`src/rtl/dma_pkg.sv`:
```
// dma_pkg: shared types and constants for the dma_copy engine.
//   state_t    - engine state encoding (IDLE, READ, WRITE, DONE)
//   WORD_BYTES - address stride per transferred word
//   FULL_MASK  - byte write enables for a full-word write
package dma_pkg;

  typedef enum logic [1:0] {
    IDLE  = 2'd0,
    READ  = 2'd1,
    WRITE = 2'd2,
    DONE  = 2'd3
  } state_t;

  localparam int         WORD_BYTES = 4;
  localparam logic [3:0] FULL_MASK  = 4'b1111;

endpackage

```
`src/rtl/dma_copy.sv`:
```
// dma_copy: word-granular memory-to-memory copy engine, bus initiator.
//
// Optional feature macro: DMA_FILL_EN (adds fill_in / fill_value_in; with
// fill_in=1 at start, fill_value is written to consecutive dst words and no
// reads are issued).
//
// Ports:
//   clk, reset_n           clock, async active-low reset
//   start_in               begin transfer (sampled only in IDLE)
//   src_in, dst_in         byte addresses, bits [1:0] ignored
//   len_in                 word count; 0 completes with no bus traffic
//   busy_out, done_out     in-progress flag, one-cycle completion pulse
//   address_out, sel_out   bus address (word aligned) and request
//   write_mask_out         0 on reads, 4'b1111 on writes
//   write_value_out        write data (copy buffer)
//   read_value_in          read data, valid with sel_out && ready_in
//   ready_in               beat accept
//   fill_in, fill_value_in (DMA_FILL_EN only) fill mode select and pattern
//
// state | meaning
// IDLE  | waiting for start_in
// READ  | read beat at src pending
// WRITE | write beat at dst pending
// DONE  | one-cycle completion pulse
module dma_copy
  import dma_pkg::*;
#(
  parameter int LEN_WIDTH = 16
) (
  input  logic                 clk,
  input  logic                 reset_n,
  input  logic                 start_in,
  input  logic [31:0]          src_in,
  input  logic [31:0]          dst_in,
  input  logic [LEN_WIDTH-1:0] len_in,
  output logic                 busy_out,
  output logic                 done_out,
  output logic [31:0]          address_out,
  output logic                 sel_out,
  output logic [3:0]           write_mask_out,
  output logic [31:0]          write_value_out,
  input  logic [31:0]          read_value_in,
  input  logic                 ready_in
`ifdef DMA_FILL_EN
  ,
  input  logic                 fill_in,
  input  logic [31:0]          fill_value_in
`endif
);

  state_t               state_q, state_d;
  logic [31:0]          src_q, dst_q, buf_q;
  logic [LEN_WIDTH-1:0] count_q;
  logic                 fill_q;
  logic                 fill_start;

`ifdef DMA_FILL_EN
  assign fill_start = fill_in;
`else
  assign fill_start = 1'b0;
`endif

  always_ff @(posedge clk or negedge reset_n) begin
    if (!reset_n) state_q <= IDLE;
    else          state_q <= state_d;
  end

  // Bus outputs decode from registered state and address regs only, so they
  // stay frozen during stalls and never see ready_in combinationally.
  always_comb begin
    state_d        = state_q;
    sel_out        = 1'b0;
    address_out    = 32'h0;
    write_mask_out = 4'h0;
    case (state_q)
      IDLE: begin
        if (start_in) begin
          if (len_in == '0)    state_d = DONE;
          else if (fill_start) state_d = WRITE;
          else                 state_d = READ;
        end
      end
      READ: begin
        sel_out     = 1'b1;
        address_out = src_q;
        if (ready_in) state_d = WRITE;
      end
      WRITE: begin
        sel_out        = 1'b1;
        address_out    = dst_q;
        write_mask_out = FULL_MASK;
        if (ready_in) begin
          if (count_q == LEN_WIDTH'(1)) state_d = DONE;
          else if (fill_q)              state_d = WRITE;
          else                          state_d = READ;
        end
      end
      DONE:    state_d = IDLE;
      default: state_d = IDLE;
    endcase
  end

  assign busy_out        = (state_q != IDLE);
  assign done_out        = (state_q == DONE);
  assign write_value_out = buf_q;

  always_ff @(posedge clk or negedge reset_n) begin
    if (!reset_n) begin
      src_q   <= 32'h0;
      dst_q   <= 32'h0;
      buf_q   <= 32'h0;
      count_q <= '0;
      fill_q  <= 1'b0;
    end else begin
      case (state_q)
        IDLE: begin
          if (start_in) begin
            src_q   <= src_in & ~32'h3;
            dst_q   <= dst_in & ~32'h3;
            count_q <= len_in;
            fill_q  <= fill_start;
`ifdef DMA_FILL_EN
            // In fill mode the copy buffer doubles as the pattern register.
            if (fill_in) buf_q <= fill_value_in;
`endif
          end
        end
        READ: begin
          if (ready_in) begin
            buf_q <= read_value_in;
            src_q <= src_q + 32'(WORD_BYTES);
          end
        end
        WRITE: begin
          if (ready_in) begin
            dst_q   <= dst_q + 32'(WORD_BYTES);
            count_q <= count_q - LEN_WIDTH'(1);
          end
        end
        default: ;
      endcase
    end
  end

endmodule

```
`config.mk`:
```
export PLATFORM = sky130hd
export DESIGN_NAME = dma_copy
export DESIGN_NICKNAME = d
export VERILOG_FILES = /design/src/rtl/dma_pkg.sv /design/src/rtl/dma_copy.sv
export SDC_FILE = /design/constraint.sdc
export NUM_CORES = 1
export LEC_CHECK = 0
export CAP_MARGIN = 20
export CORE_MARGIN = 10
export CORE_UTILIZATION = 53
export DETAILED_ROUTE_END_ITERATION = 12
export HOLD_SLACK_MARGIN = 0.15
export PLACE_DENSITY = 0.87
export SYNTH_ARGS = -nofsm -noshare
export SYNTH_HDL_FRONTEND = slang
export SYNTH_SLANG_ARGS = --single-unit
export TNS_END_PERCENT = 50
```
`constraint.sdc`:
```
create_clock -name clk -period 6.3 [get_ports clk]
set_input_delay 0.63 -clock clk [delete_from_list [all_inputs] [get_ports clk]]
set_output_delay 0.63 -clock clk [all_outputs]
set_load 0.02 [all_outputs]
```
==> flow_metrics.tcl <==
set metrics [dict create \
    status "finished, final reports clean" \
    post_cts_buffers 0 \
    ys_seq_elements 110 \
    muxShareOfSynthArea 0.0795 \
    hpwl_um 15600 \
    stdcell_area_um2 8840 \
    max_freq_mhz 258 \
    drc 0 \
    antenna_found_initial 0 \
    grt_pass1_wl_um 34600 \
    setup_viol 0 \
    tritoncts "yes" \
    wl_per_cell_um 20.5 \
    synthAdderAreaFrac 0.0168 \
    slew-limit-headroom 0.322 \
    p_per_area_nw_per_um2 550 \
    clock_latency_ps 360 \
    first_global_vias 6361 \
    tightest_slew_ps 1020 \
    synth-compound-area-share 0.229 \
    clockBufferDepth 2 \
    drive_gt1_frac 0.0926 \
    grt_setup_unrepaired "false" \
    synth_edf_count 0 \
    dp_slack_ps 2840 \
    initial_core_util 0.536 \
    p_int_uw 2580 \
    syn_area_per_cell_um2 9.10 \
    synth_cells 737 \
    rows 41 \
    ys_seq_area_frac 0.410 \
    place.gp.congestion 0.858 \
    crit_fanout 59 \
    synthToLayoutAreaGrowth_pct 31.8 \
    cts_buffers 9 \
    vias_per_cell 6.26 \
    fin_tns_setup_ps 0 \
    grt_usage 0.238 \
    final_cell_mix "179 x clkdlybuf4s50_1, 110 x dfrtp_1, 54 x a21oi_1, 52 x nand2_1, 48 x nand3_1" \
    fill_cells 1011 \
    synth.top_cells.by_area "dfrtp_1 41%, mux2_2 5.7%, a21oi_1 4.0%" \
    drv_cap 0 \
    globalRouteOverflowTotal 0 \
    portBuffers 180 \
    clkPwrFrac 0.119 \
    min_path_type "primary input to asynchronous set/reset pin" \
    final_common_cell "clkdlybuf4s50_1" \
    period_minus_slack_ps 3880 \
    synth-simple-area-share 0.215 \
    final_cell_count_no_fill 1058 \
    min_period_over_period 0.616 \
    synth-main-ff-cell "dfrtp_1" \
    postRouteAntennaNets 0 \
    layout_setup_ws_ps 2420 \
    arrival_ps 3250 \
    synth_xor_area_frac 0 \
    dp_cells 1041 \
    die_h_um 133 \
    yosysWarnings 0 \
    synth_top_family_by_area "compound AO/OA/AOI/OAI gates" \
    r2r_cells 8 \
    ir_drop_mv 0.344 \
    antenna_cells 0 \
    cts_max_level 3 \
    place_area_um2 8530 \
    io_pins 187 \
    grt_start_max_net_pins 77 \
    finalHoldViolations 0 \
    pwr-share-seq 0.320 \
    r2r_slack_ps 3050 \
    r2r-end "dst_q[30]" \
    core_area_um2 12500 \
    synth_top_area_frac 0.410 \
    root_buffer "clkbuf_16" \
    synthesis.area_um2 6710 \
    rr_startpoint "state_q[0]" \
    endpoint_kind "output pin" \
    nNetsFinal 1006 \
    die_w_um 133 \
    routed_wl_um 21600 \
    ys_types 55 \
    cts.clk_slew.worst_paths_ps 80 \
    cts_resized 0 \
    drv_slew 0 \
    power.switching_uw 2280 \
    synth_top_cell_by_area "dfrtp_1" \
    first_iter_violations 854 \
    clock_sinks 110 \
    p_leak_uw 0.00347 \
    combinationalPowerShare 0.561 \
    fin_skew_ps 8.59 \
    dr.pass1.iters 5 \
    dieArea_um2 17600 \
    sw_frac_of_total 0.469 \
    hold_buffers 0 \
    async_reset_ff_frac 1.00 \
    worstPathRequired_ps 5670 \
    cp-start-kind "register" \
    crit_type "register to output pin" \
    vias 6626 \
]
[synth_stat cells, drive strengths merged (2+ instances only)]
master,n
inv,21
a221o,2
a21boi,3
nor3,15
nor2,34
o2bb2ai,8
ha,9
o221a,3
nand2,55
nand4,17
a32oi,3
o311ai,8
nand3,52
nor4,12
and2,7
a31oi,7
mux2i,15
nor2b,28
dfrtp,110
a22o,8
o31ai,10
or3,5
mux2,34
and3,24
a21oi,54
o22ai,32
a22oi,34
a21o,8
a2bb2oi,10
buf,27
or4,6
o21ai,40
clkbuf,27
[cell type report]
type | count | area [µm²] | area share
well taps | 172 | 215 | 0.0243
clock inverters | 7 | 71.3 | 0.00807
clock buffers | 9 | 225 | 0.0255
inverters | 21 | 78.8 | 0.00892
repair buffers | 186 | 1850 | 0.210
flip-flops and latches | 110 | 2750 | 0.311
multi-input cells | 553 | 3640 | 0.412
[critical path: stages, from the launching register on]
cell	delay (ps)
dfrtp_1	400
inv_1	130
ha_2	550
buf_4	610
and2_1	290
a21oi_1	60
nor2b_1	200
clkdlybuf4s50_1	640
[layer usage]
metal  up-vias  track usage  share of wire
li1       3060            -              -
met1      3196        0.311           0.42
met2       333        0.390           0.48
met3        37       0.0431          0.071
met4         0       0.0764          0.022
met5         -            0              0
[registers in the layout, summed over array words and instances, names as in the netlist]
register and count:
write_value_out 32, dst_q 30, src_q 30, count_q 16
state_q 2
[stage by stage]
step | total power (µW) | hold WS, ps | util
6_report | 4860 | 202 | 0.706
3_3_place_gp | 4140 | 485 | 0.681
5_1_grt | 5180 | 232 | 0.706
3_5_place_dp | 4230 | 492 | 0.681
2_1_floorplan | 3250 | 334 | -
4_1_cts | 4820 | 213 | 0.705
[power groups by stage]
stage	Sequential [µW]	Clock [µW]	Combinational [µW]
floorplan	1520	0	1730
global placement	1520	0	2620
detailed placement	1550	0	2680
CTS	1540	584	2700
global route	1610	618	2950
finish	1550	580	2720
[cell families after synthesis]
kind of cell    Yosys count
simple gates            259
compound gates          234
flops                   110
buf+inv                  75
mux                      49
fa+ha+maj                 9
other cells               1
[how the worst max path moves through the flow]
stage	from	to	slack, ps
after floorplan	state_q[0]	address_out[21]	3490
after global placement	state_q[0]	address_out[9]	2880
after detailed placement	state_q[0]	address_out[9]	2840
after CTS	state_q[0]	address_out[9]	2450
after global routing	state_q[0]	address_out[9]	2250
final	state_q[0]	address_out[9]	2420
Power figures use the tool's default switching activity.
